**src/rtl/multicycle_control_fsm_if.sv**
```systemverilog
// Control bundle between the multi-cycle RV32I datapath and its main FSM.
// ILLEGAL_INSTR_EN adds the o_illegal_instr trap flag.
interface multicycle_control_fsm_if;
    logic [6:0] i_op;
    logic       i_mem_ready;
    logic [1:0] o_alu_op;
    logic [1:0] o_alu_src_a;
    logic [1:0] o_alu_src_b;
    logic [1:0] o_result_src;
    logic       o_adr_src;
    logic       o_pc_write;
    logic       o_branch;
    logic       o_ir_write;
    logic       o_reg_write;
    logic       o_mem_write;
    logic       o_mem_req;
    logic [3:0] o_state;
`ifdef ILLEGAL_INSTR_EN
    logic       o_illegal_instr;
`endif

    modport master (
`ifdef ILLEGAL_INSTR_EN
        input  o_illegal_instr,
`endif
        output i_op, i_mem_ready,
        input  o_alu_op, o_alu_src_a, o_alu_src_b, o_result_src, o_adr_src,
               o_pc_write, o_branch, o_ir_write, o_reg_write, o_mem_write,
               o_mem_req, o_state
    );

    modport slave (
`ifdef ILLEGAL_INSTR_EN
        output o_illegal_instr,
`endif
        input  i_op, i_mem_ready,
        output o_alu_op, o_alu_src_a, o_alu_src_b, o_result_src, o_adr_src,
               o_pc_write, o_branch, o_ir_write, o_reg_write, o_mem_write,
               o_mem_req, o_state
    );
endinterface

```
**src/rtl/multicycle_control_fsm.sv**
```systemverilog
// Main control FSM of the multi-cycle RV32I core (fetch/decode/execute/writeback).
// ILLEGAL_INSTR_EN: unknown opcodes trap in TRAP instead of retiring as a NOP.
module multicycle_control_fsm #(
    parameter logic [3:0] RESET_STATE = 4'd0
) (
    input  logic                    i_clk,
    input  logic                    i_arst,
    multicycle_control_fsm_if.slave bus
);
    typedef enum logic [3:0] {
        FETCH     = 4'd0,
        DECODE    = 4'd1,
        MEM_ADDR  = 4'd2,
        MEM_READ  = 4'd3,
        MEM_WB    = 4'd4,
        MEM_WRITE = 4'd5,
        EXEC_R    = 4'd6,
        EXEC_I    = 4'd7,
        ALU_WB    = 4'd8,
        BRANCH    = 4'd9,
        JAL       = 4'd10,
        JALR_ADDR = 4'd11,
        LUI       = 4'd12,
        AUIPC     = 4'd13,
        TRAP      = 4'd14
    } state_t;

    localparam logic [6:0] OP_LOAD   = 7'b0000011;
    localparam logic [6:0] OP_STORE  = 7'b0100011;
    localparam logic [6:0] OP_R      = 7'b0110011;
    localparam logic [6:0] OP_I      = 7'b0010011;
    localparam logic [6:0] OP_BRANCH = 7'b1100011;
    localparam logic [6:0] OP_JAL    = 7'b1101111;
    localparam logic [6:0] OP_JALR   = 7'b1100111;
    localparam logic [6:0] OP_LUI    = 7'b0110111;
    localparam logic [6:0] OP_AUIPC  = 7'b0010111;

    state_t     state, state_nxt;
    logic [1:0] alu_op, src_a, src_b, result_src;
    logic       adr_src, pc_write, branch, ir_write, reg_write, mem_write, mem_req;
    logic       illegal;

    always_ff @(posedge i_clk or posedge i_arst) begin
        if (i_arst) state <= state_t'(RESET_STATE);
        else        state <= state_nxt;
    end

    always_comb begin
        state_nxt  = state;
        alu_op     = 2'b00;
        src_a      = 2'b00;
        src_b      = 2'b00;
        result_src = 2'b00;
        adr_src    = 1'b0;
        pc_write   = 1'b0;
        branch     = 1'b0;
        ir_write   = 1'b0;
        reg_write  = 1'b0;
        mem_write  = 1'b0;
        mem_req    = 1'b0;
        illegal    = 1'b0;
        case (state)
            FETCH: begin
                mem_req    = 1'b1;
                src_b      = 2'b10;
                result_src = 2'b10;
                ir_write   = bus.i_mem_ready;
                pc_write   = bus.i_mem_ready;
                if (bus.i_mem_ready) state_nxt = DECODE;
            end
            DECODE: begin
                // ALU-out captures PC+imm here for branch/JAL targets
                src_a = 2'b01;
                src_b = 2'b01;
                case (bus.i_op)
                    OP_LOAD, OP_STORE: state_nxt = MEM_ADDR;
                    OP_R:              state_nxt = EXEC_R;
                    OP_I:              state_nxt = EXEC_I;
                    OP_BRANCH:         state_nxt = BRANCH;
                    OP_JAL:            state_nxt = JAL;
                    OP_JALR:           state_nxt = JALR_ADDR;
                    OP_LUI:            state_nxt = LUI;
                    OP_AUIPC:          state_nxt = AUIPC;
`ifdef ILLEGAL_INSTR_EN
                    default:           state_nxt = TRAP;
`else
                    default:           state_nxt = FETCH;
`endif
                endcase
            end
            MEM_ADDR: begin
                src_a     = 2'b10;
                src_b     = 2'b01;
                state_nxt = bus.i_op[5] ? MEM_WRITE : MEM_READ;
            end
            MEM_READ: begin
                adr_src = 1'b1;
                mem_req = 1'b1;
                if (bus.i_mem_ready) state_nxt = MEM_WB;
            end
            MEM_WB: begin
                result_src = 2'b01;
                reg_write  = 1'b1;
                state_nxt  = FETCH;
            end
            MEM_WRITE: begin
                adr_src   = 1'b1;
                mem_req   = 1'b1;
                mem_write = 1'b1;
                if (bus.i_mem_ready) state_nxt = FETCH;
            end
            EXEC_R: begin
                src_a     = 2'b10;
                alu_op    = 2'b10;
                state_nxt = ALU_WB;
            end
            EXEC_I: begin
                src_a     = 2'b10;
                src_b     = 2'b01;
                alu_op    = 2'b10;
                state_nxt = ALU_WB;
            end
            ALU_WB: begin
                reg_write = 1'b1;
                state_nxt = FETCH;
            end
            BRANCH: begin
                src_a     = 2'b10;
                alu_op    = 2'b01;
                branch    = 1'b1;
                state_nxt = FETCH;
            end
            JAL: begin
                // PC takes the target from ALU-out while the ALU forms old PC + 4 for rd
                src_a     = 2'b01;
                src_b     = 2'b10;
                pc_write  = 1'b1;
                state_nxt = ALU_WB;
            end
            JALR_ADDR: begin
                src_a     = 2'b10;
                src_b     = 2'b01;
                state_nxt = JAL;
            end
            LUI: begin
                src_a     = 2'b11;
                src_b     = 2'b01;
                state_nxt = ALU_WB;
            end
            AUIPC: begin
                src_a     = 2'b01;
                src_b     = 2'b01;
                state_nxt = ALU_WB;
            end
            TRAP: begin
                illegal   = 1'b1;
                state_nxt = TRAP;
            end
            default: state_nxt = FETCH;
        endcase
        // State is already FETCH during reset; keep it from launching a fetch early
        if (i_arst) begin
            pc_write  = 1'b0;
            branch    = 1'b0;
            ir_write  = 1'b0;
            reg_write = 1'b0;
            mem_write = 1'b0;
            mem_req   = 1'b0;
            illegal   = 1'b0;
        end
    end

    assign bus.o_alu_op     = alu_op;
    assign bus.o_alu_src_a  = src_a;
    assign bus.o_alu_src_b  = src_b;
    assign bus.o_result_src = result_src;
    assign bus.o_adr_src    = adr_src;
    assign bus.o_pc_write   = pc_write;
    assign bus.o_branch     = branch;
    assign bus.o_ir_write   = ir_write;
    assign bus.o_reg_write  = reg_write;
    assign bus.o_mem_write  = mem_write;
    assign bus.o_mem_req    = mem_req;
    assign bus.o_state      = state;
`ifdef ILLEGAL_INSTR_EN
    assign bus.o_illegal_instr = illegal;
`else
    logic unused_illegal;
    assign unused_illegal = illegal;
`endif
endmodule

```
**src/flat_wrapper.sv**
```systemverilog
// flat-port wrapper written by rule: the top's interface ports become plain ports
module multicycle_control_fsm_flat 
#(
    parameter logic [3:0] RESET_STATE = 4'd0
)
  (i_clk, i_arst, bus_i_op, bus_i_mem_ready, bus_o_alu_op, bus_o_alu_src_a, bus_o_alu_src_b, bus_o_result_src, bus_o_adr_src, bus_o_pc_write, bus_o_branch, bus_o_ir_write, bus_o_reg_write, bus_o_mem_write, bus_o_mem_req, bus_o_state);
  multicycle_control_fsm_if bus_i ();
  input  logic i_clk;
  input  logic i_arst;
  input wire logic [$bits(bus_i.i_op)-1:0] bus_i_op;
  input wire logic [$bits(bus_i.i_mem_ready)-1:0] bus_i_mem_ready;
  output wire logic [$bits(bus_i.o_alu_op)-1:0] bus_o_alu_op;
  output wire logic [$bits(bus_i.o_alu_src_a)-1:0] bus_o_alu_src_a;
  output wire logic [$bits(bus_i.o_alu_src_b)-1:0] bus_o_alu_src_b;
  output wire logic [$bits(bus_i.o_result_src)-1:0] bus_o_result_src;
  output wire logic [$bits(bus_i.o_adr_src)-1:0] bus_o_adr_src;
  output wire logic [$bits(bus_i.o_pc_write)-1:0] bus_o_pc_write;
  output wire logic [$bits(bus_i.o_branch)-1:0] bus_o_branch;
  output wire logic [$bits(bus_i.o_ir_write)-1:0] bus_o_ir_write;
  output wire logic [$bits(bus_i.o_reg_write)-1:0] bus_o_reg_write;
  output wire logic [$bits(bus_i.o_mem_write)-1:0] bus_o_mem_write;
  output wire logic [$bits(bus_i.o_mem_req)-1:0] bus_o_mem_req;
  output wire logic [$bits(bus_i.o_state)-1:0] bus_o_state;
  assign bus_i.i_op = bus_i_op;
  assign bus_i.i_mem_ready = bus_i_mem_ready;
  assign bus_o_alu_op = bus_i.o_alu_op;
  assign bus_o_alu_src_a = bus_i.o_alu_src_a;
  assign bus_o_alu_src_b = bus_i.o_alu_src_b;
  assign bus_o_result_src = bus_i.o_result_src;
  assign bus_o_adr_src = bus_i.o_adr_src;
  assign bus_o_pc_write = bus_i.o_pc_write;
  assign bus_o_branch = bus_i.o_branch;
  assign bus_o_ir_write = bus_i.o_ir_write;
  assign bus_o_reg_write = bus_i.o_reg_write;
  assign bus_o_mem_write = bus_i.o_mem_write;
  assign bus_o_mem_req = bus_i.o_mem_req;
  assign bus_o_state = bus_i.o_state;
  multicycle_control_fsm #(.RESET_STATE(RESET_STATE)) u_core (.i_clk(i_clk), .i_arst(i_arst), .bus(bus_i));
endmodule
```
**config.mk**
```make
export PLATFORM = sky130hd
export DESIGN_NAME = multicycle_control_fsm_flat
export DESIGN_NICKNAME = d
export VERILOG_FILES = /design/src/rtl/multicycle_control_fsm_if.sv /design/src/rtl/multicycle_control_fsm.sv /design/src/flat_wrapper.sv
export SDC_FILE = /design/constraint.sdc
export NUM_CORES = 1
export LEC_CHECK = 0
export CORE_AREA = 2 2 41 43
export DETAILED_ROUTE_END_ITERATION = 6
export DIE_AREA = 0 0 43 45
export PLACE_DENSITY = 0.81
export RECOVER_POWER = 50
export SLEW_MARGIN = 10
export SYNTH_ARGS = -nofsm -noshare
export SYNTH_HDL_FRONTEND = slang
export SYNTH_SLANG_ARGS = --single-unit
```
**constraint.sdc**
```tcl
create_clock -name i_clk -period 5.3 [get_ports i_clk]
set_input_delay 1.325 -clock i_clk [delete_from_list [all_inputs] [get_ports i_clk]]
set_output_delay 1.325 -clock i_clk [all_outputs]
set_load 0.02 [all_outputs]
```
-- Word level (Yosys, flattened, before mapping)
Index checks and enable logic that the tools add are counted.
W data, S select, Z words.
- register bits: 4
- output and inout port bits: 19
- eq/ne operators: 26
- multiplexer cells: 23
- reduce and logical (&&, ||, !) cells: 12
- operator list (kind ; number):
    $pmux W4 S8 ; 2
    $eq A4 B4 Y1 const B ; 7
    $eq A7 B6 Y1 const B ; 3
    $eq A7 B7 Y1 const B ; 3
    $eq A4 B3 Y1 const B ; 4
    $eq A7 B5 Y1 const B ; 2
    $mux W1 ; 12
    $mux W4 ; 3
    $pmux W2 S2 ; 3
    $reduce_or A2 Y1 ; 5
    $reduce_or A5 Y1 ; 2
    $eq A4 B2 Y1 const B ; 2
    $eq A7 B2 Y1 const B ; 1
    $ne A2 B2 Y1 const B ; 3
    $pmux W2 S3 ; 1
    $reduce_or A3 Y1 ; 2
    $reduce_or A6 Y1 ; 1
    $eq A4 B1 Y1 const B ; 1
    $logic_not A4 Y1 ; 1
    $mux W3 ; 1
    $reduce_and A3 Y1 ; 1
    $pmux W1 S2 ; 1

-- Logic depth before layout (Yosys ltp)
Gate-level depths: netlist of run 1.
- word-level depth: 4
- gate-level depth with buffers: 6
- gate-level depth less buffers: 4

-- Least setup slack after synthesis of run 1
No wires, ideal clock.
- path type: input to output
- start point: input port bus_i_mem_ready
- end point: output port bus_o_pc_write
- arrival: 2162 ps
- slack: 1813 ps
- stages on the path: 4
- buffers on the path: 0
- cells stage by stage: inv_1 -> nor3_1 -> a21oi_1 -> nor4_1
- word-level cells in the longest chain between the ends: 2
- ends and longest elaborated chain (what ; RTL line ; text):
    from (decl) ; flat_wrapper.sv:11 ; input wire logic [$bits(bus_i.i_mem_ready)-1:0] bus_i_mem_ready;
    $pmux W1 S2 ; multicycle_control_fsm.sv:62 ; case (state)
    $mux W1 ; multicycle_control_fsm.sv:162 ; if (i_arst) begin
    to (decl) ; flat_wrapper.sv:17 ; output wire logic [$bits(bus_i.o_pc_write)-1:0] bus_o_pc_write;
No other way between the ends.

-- Final worst setup path of run 1
Same ends and word-level chain as after synthesis.

==> results_dict.tcl, run 1 <==
set metrics [dict create \
    grt_pass1_vias 603 \
    setup_tns_ns 0 \
    post-place-ws_ns 0.9440 \
    vias 756 \
    cp.arrival_ns 3.05 \
    rows 14 \
    relSlewSlack_pct 48.44 \
    synth_edf_count 0 \
    grt_overflow 0 \
    place_area_um2 862.1 \
    hold_path.class "flip-flop to flip-flop" \
    fin_crit_sh_pct 82.57 \
    syn_avg_cell_area_um2 6.682 \
    min_period_ns 4.376 \
    drt-total-wl_um 1762 \
    ios 29 \
    n_antenna_cell 0 \
    fin_nets 124 \
    p_total_mw 0.1464 \
    wl_per_cell_um 13.77 \
    ys_seq_area_share_pct 16.46 \
    cts_tree "built" \
    cts_resized 0 \
    fp.dieArea_um2 1935 \
    clk_latency_ns 0.24 \
    largest_register_ffs 4 \
    end_kind "output port" \
    drc_errors 0 \
    clock_sinks 4 \
    drive_above_1_share_pct 3.571 \
    cts-hold-fix-buffers 0 \
    hold_viol_final 0 \
    ant_nets 0 \
    grt_max_degree 28 \
    synth_seq_cells 4 \
    cts_max_level 1 \
    syn-cell-area_um2 608.1 \
    path_delay_family "buffers and inverters" \
    async_flop_share_pct 100.0 \
    layout_commonest_cell "clkdlybuf4s50_1" \
    place_inst 125 \
    synth_warnings 0 \
    maxCapViolations 0 \
    crit_path_start_kind "input port" \
    path_clk_slew_ns 0.04 \
    synth_top_flop_cell "dfrtp_1" \
    core_um2 1471 \
    critPathMaxFanout 8 \
    grt_pass1_wl_um 2753 \
    skew_ns 0.001903 \
    hpwl_um 1261 \
    final_core_util_pct 59.86 \
    vdd_drop_max_v 0.0001049 \
    yosysUniqueCellTypes 35 \
    drt_iter0_markers 24 \
    critical-path-max-stage-delay_ns 0.65 \
    crit_chain "clkdlybuf4s50_1 > inv_1 > nor3_1 > a21oi_1 > nor4_1 > clkdlybuf4s50_1" \
    syn_nets 101 \
    syn_to_final_growth_pct 44.86 \
    path_class "input port to output port" \
    maxSlewViolCount 0 \
    final_cells 128 \
    final_cell_mix "clkdlybuf4s50_1 (21), nor2_1 (9), a21oi_1 (8)" \
    setup_ws_ns 0.9236 \
    cp_num_buf_inv 3 \
    die_h_um 45 \
    place_congestion 0.8089 \
    fmax_mhz 228.5 \
    initial_core_util_pct 41.33 \
    cp_common_cell "clkdlybuf4s50_1" \
    finalSetupViolations 0 \
    portBuffers 28 \
    grtUsageTotal_pct 19.32 \
    cp_slowest_cell "clkdlybuf4s50_1" \
    cellPowerDensity_nw_per_um2 166.2 \
    fin_hold_ws_ns 0.8933 \
    worstMarginPinSlew_ns 0.7735 \
    cts_buffer_depth 2 \
    status "finished, final reports clean" \
    viasPerCell 5.906 \
    root_buffer "clkbuf_4" \
    worstPathRequired_ns 3.97 \
    cts_buffers 3 \
    chipWidth_um 43 \
    synthesis.instances 91 \
    antenna_found_initial 0 \
    post_cts_buffers 0 \
    leakage_nw 0.3348 \
    drt_pre_antenna_iters 4 \
    rsz0062_at_grt "false" \
    stdcell_area_um2 880.8 \
]
-- worst paths after layout --
kind	depth (start not counted)	slack, ns	to	from
min	1	0.89	u_core.bus.o_state[3]$_DFFE_PP0P_	u_core.bus.o_state[0]$_DFFE_PP0P_
max in group asynchronous	2	3.60	u_core.bus.o_state[1]$_DFFE_PP0P_	i_arst
max reg2reg	4	3.05	u_core.bus.o_state[0]$_DFFE_PP0P_	u_core.bus.o_state[3]$_DFFE_PP0P_
max	6	0.92	bus_o_pc_write	bus_i_mem_ready
min in group asynchronous	2	1.53	u_core.bus.o_state[3]$_DFFE_PP0P_	i_arst
min reg2reg	1	0.89	u_core.bus.o_state[3]$_DFFE_PP0P_	u_core.bus.o_state[0]$_DFFE_PP0P_
-- cell usage after synthesis, drive strengths merged, types with 2 or more instances --
master / instances / share of area, %
o21bai: 2 / 2.5
nor4: 3 / 3.1
nor2b: 3 / 3.1
xnor2: 2 / 2.9
o31ai: 2 / 2.5
or4: 2 / 3.1
dfrtp: 4 / 16
clkbuf: 7 / 4.3
nor3: 7 / 5.8
a31oi: 3 / 3.1
nand2: 6 / 3.7
nor2: 9 / 5.6
nand2b: 6 / 7.4
xor2: 2 / 2.9
a21oi: 8 / 6.6
and3: 2 / 2.1
inv: 2 / 1.2
buf: 3 / 3.3
o21ai: 5 / 4.1
nor3b: 2 / 2.5
-- cell families (layout without fill, tap and decap cells) --
logic type             after synthesis  in the layout  share of synthesized area [%]
XOR/XNOR                             4              4                          5.762
AND/OR/NAND/NOR                     43             43                          39.50
AO/OA/AOI/OAI                       28             28                          29.43
flip-flops                           4              4                          16.46
buffers and inverters               12             33                          8.847
-- layer usage --
layer,GRT usage (%),up-vias,part of all wire (%)
li1,-,373,-
met1,23.46,339,40
met2,33.33,39,49
met3,3.600,5,8.9
met4,9.091,0,1.6
met5,0,-,0
-- layout make-up --
type	count	area, um2
multi-input combinational	75	450.4
fill	142	590.6
inverter	2	7.507
timing repair buffer	28	280.3
tap	16	20.02
clock buffer	3	22.52
sequential	4	100.1
-- power by group --
| group | switching [mW] | internal, mW | total, mW |
|---|---|---|---|
| combinational | 0.0328 | 0.0334 | 0.0663 |
| clock | 0.0133 | 0.0254 | 0.0387 |
| sequential | 0.00946 | 0.0320 | 0.0415 |
| total | 0.0556 | 0.0908 | 0.146 |
-- worst register-to-register path, delay by kind of cell (launching register included) --
| kind | cells | cell delay [ns] |
|---|---|---|
| AOI/OAI and AO/OA | 1 | 0.16 |
| DFF | 1 | 0.65 |
| and+or+nand+nor | 3 | 1.36 |
Note: power is estimated with default switching activity, not from simulation.
==> run 2: changes to the inputs <==
--- a/config.mk
+++ b/config.mk
@@ -5,10 +5,10 @@
 export SDC_FILE = /design/constraint.sdc
 export NUM_CORES = 1
 export LEC_CHECK = 0
-export CORE_AREA = 2 2 41 43
+export CORE_AREA = 2 2 42 44
 export DETAILED_ROUTE_END_ITERATION = 6
-export DIE_AREA = 0 0 43 45
-export PLACE_DENSITY = 0.81
+export DIE_AREA = 0 0 44 46
+export PLACE_DENSITY = 0.77
 export RECOVER_POWER = 50
 export SLEW_MARGIN = 10
 export SYNTH_ARGS = -nofsm -noshare
==> constraint.sdc (replaced) <==
create_clock -name i_clk -period 4.1 [get_ports i_clk]
set_input_delay 1.025 -clock i_clk [delete_from_list [all_inputs] [get_ports i_clk]]
set_output_delay 1.025 -clock i_clk [all_outputs]
set_load 0.02 [all_outputs]
==> results_dict.tcl, run 2 (synthesis results as in run 1) <==
set metrics [dict create \
    maxCapViolations 0 \
    chipWidth_um 44 \
    worstPathRequired_ns 3.07 \
    grt_overflow 0 \
    setup_tns_ns 0 \
    antenna_found_initial 0 \
    leakage_nw 0.3453 \
    final_cells 131 \
    place_inst 128 \
    n_antenna_cell 0 \
    clock_sinks 4 \
    final_cell_mix "clkdlybuf4s50_1 (21), nor2_1 (9), a21oi_1 (8)" \
    cts_resized 0 \
    cts-hold-fix-buffers 0 \
    cts_buffers 3 \
    initial_core_util_pct 37.67 \
    reg2reg_from "u_core.bus.o_state[3]$_DFFE_PP0P_" \
    fin_hold_ws_ns 0.6995 \
    path_clk_slew_ns 0.04 \
    hold_path.class "flip-flop to flip-flop" \
    wl_per_cell_um 14.29 \
    critical-path-max-stage-delay_ns 0.65 \
    end_kind "output port" \
    syn_to_final_growth_pct 47.53 \
    reg2reg_depth 4 \
    core_um2 1614 \
    grtUsageTotal_pct 20.51 \
    viasPerCell 5.802 \
    cp_common_cell "clkdlybuf4s50_1" \
    fin_crit_sh_pct 95.12 \
    cts_max_level 1 \
    grt_pass1_wl_um 2994 \
    hold_viol_final 0 \
    ant_nets 0 \
    fp.dieArea_um2 2024 \
    cts_buffer_depth 2 \
    min_period_ns 3.900 \
    ios 29 \
    largest_register_ffs 4 \
    r2r_end "u_core.bus.o_state[0]$_DFFE_PP0P_" \
    worstMarginPinSlew_ns 0.7780 \
    drt-total-wl_um 1872 \
    root_buffer "clkbuf_4" \
    drc_errors 0 \
    rsz0062_at_grt "false" \
    place_congestion 0.7675 \
    maxSlewViolCount 0 \
    vias 760 \
    clk_latency_ns 0.25 \
    drive_above_1_share_pct 5.263 \
    layout_commonest_cell "clkdlybuf4s50_1" \
    portBuffers 28 \
    cp_slowest_cell "clkdlybuf4s50_1" \
    fin_nets 126 \
    finalSetupViolations 0 \
    crit_path_start_kind "input port" \
    critPathMaxFanout 8 \
    grt_max_degree 28 \
    cp.arrival_ns 2.87 \
    r2r_slack_ns 1.90 \
    min_path_cells 2 \
    hpwl_um 1324 \
    drt_pre_antenna_iters 4 \
    path_class "input port to output port" \
    cp_num_buf_inv 3 \
    rows 15 \
    die_h_um 46 \
    path_delay_family "buffers and inverters" \
    hold_path.startpoint "u_core.bus.o_state[0]$_DFFE_PP0P_" \
    crit_chain "clkdlybuf4s50_1 > inv_1 > nor3_1 > a21oi_1 > nor4_1 > clkdlybuf4s50_1" \
    drt_iter0_markers 21 \
    fmax_mhz 256.4 \
    vdd_drop_max_v 0.00009354 \
    skew_ns 0.003457 \
    post_cts_buffers 0 \
    grt_pass1_vias 657 \
    status "finished, final reports clean" \
    relSlewSlack_pct 48.13 \
    holdPathEnd "u_core.bus.o_state[3]$_DFFE_PP0P_" \
    cellPowerDensity_nw_per_um2 217.0 \
    cts_tree "built" \
]
## run 2: changes by cell type in the layout (fill, tap and decap cells not counted), sizes merged
cell  change
buf       +2
## run 2: how the worst max path moves through the flow
stage	start	to	slack (ns)	cells past startpoint
2_1_floorplan	u_core.bus.o_state[1]$_DFFE_PP0P_	bus_o_ir_write	1.18	4
3_3_place_gp	bus_i_mem_ready	bus_o_pc_write	0.36	6
3_5_place_dp	bus_i_mem_ready	bus_o_pc_write	0.25	6
4_1_cts	bus_i_mem_ready	bus_o_pc_write	0.24	6
5_1_grt	bus_i_mem_ready	bus_o_pc_write	0.11	6
6_report	bus_i_mem_ready	bus_o_pc_write	0.20	6
## run 2: layout make-up
type / instances / area [um2]
clock buffer: 3 / 22.52
fill: 154 / 716.9
inverter: 2 / 7.507
multi-input combinational: 75 / 450.4
sequential: 4 / 100.1
tap: 17 / 21.27
timing repair buffer: 30 / 295.3
## run 2: metal layers
metal	wire [um]	up-vias	global-route usage (%)
met3	103	6	4.762
met1	761	354	23.93
met5	0	-	0
li1	-	379	-
met4	21	0	7.273
met2	986	21	36.47
## run 2: power breakdown
group | internal (mW) | leakage (nW) | switching [mW] | total, mW
Combinational | 0.0451 | 0.277 | 0.0505 | 0.0956
Clock | 0.0330 | 0.0138 | 0.0197 | 0.0527
Sequential | 0.0415 | 0.0542 | 0.00484 | 0.0463
Total | 0.120 | 0.345 | 0.0751 | 0.195
## run 2: stage by stage
step                total power, mW  worst slack, ns  util, %  area [um2]
floorplan                    0.1011            1.179        -       608.1
global placement             0.1424           0.3595    54.42       878.3
detailed placement           0.1441           0.2489    54.42       878.3
CTS                          0.1985           0.2365    55.81       900.9
global route                 0.2073           0.1078    55.58       897.1
finish                       0.1947           0.2001    55.58       897.1
## run 2: worst register-to-register path, stage by stage, from the launching register on
cell      delay [ns]
dfrtp_1         0.65
nand2b_4        0.30
or4_1           0.49
or4_1           0.53
a21oi_1         0.14
==> run 3: changes to the inputs <==
--- a/config.mk
+++ b/config.mk
@@ -5,6 +5,7 @@
 export SDC_FILE = /design/constraint.sdc
 export NUM_CORES = 1
 export LEC_CHECK = 0
+export CAP_MARGIN = 30
 export CORE_AREA = 2 2 42 44
 export DETAILED_ROUTE_END_ITERATION = 6
 export DIE_AREA = 0 0 44 46
==> results of run 3 <==
No change in the layout: final DEF, timing and power equal those of run 2.
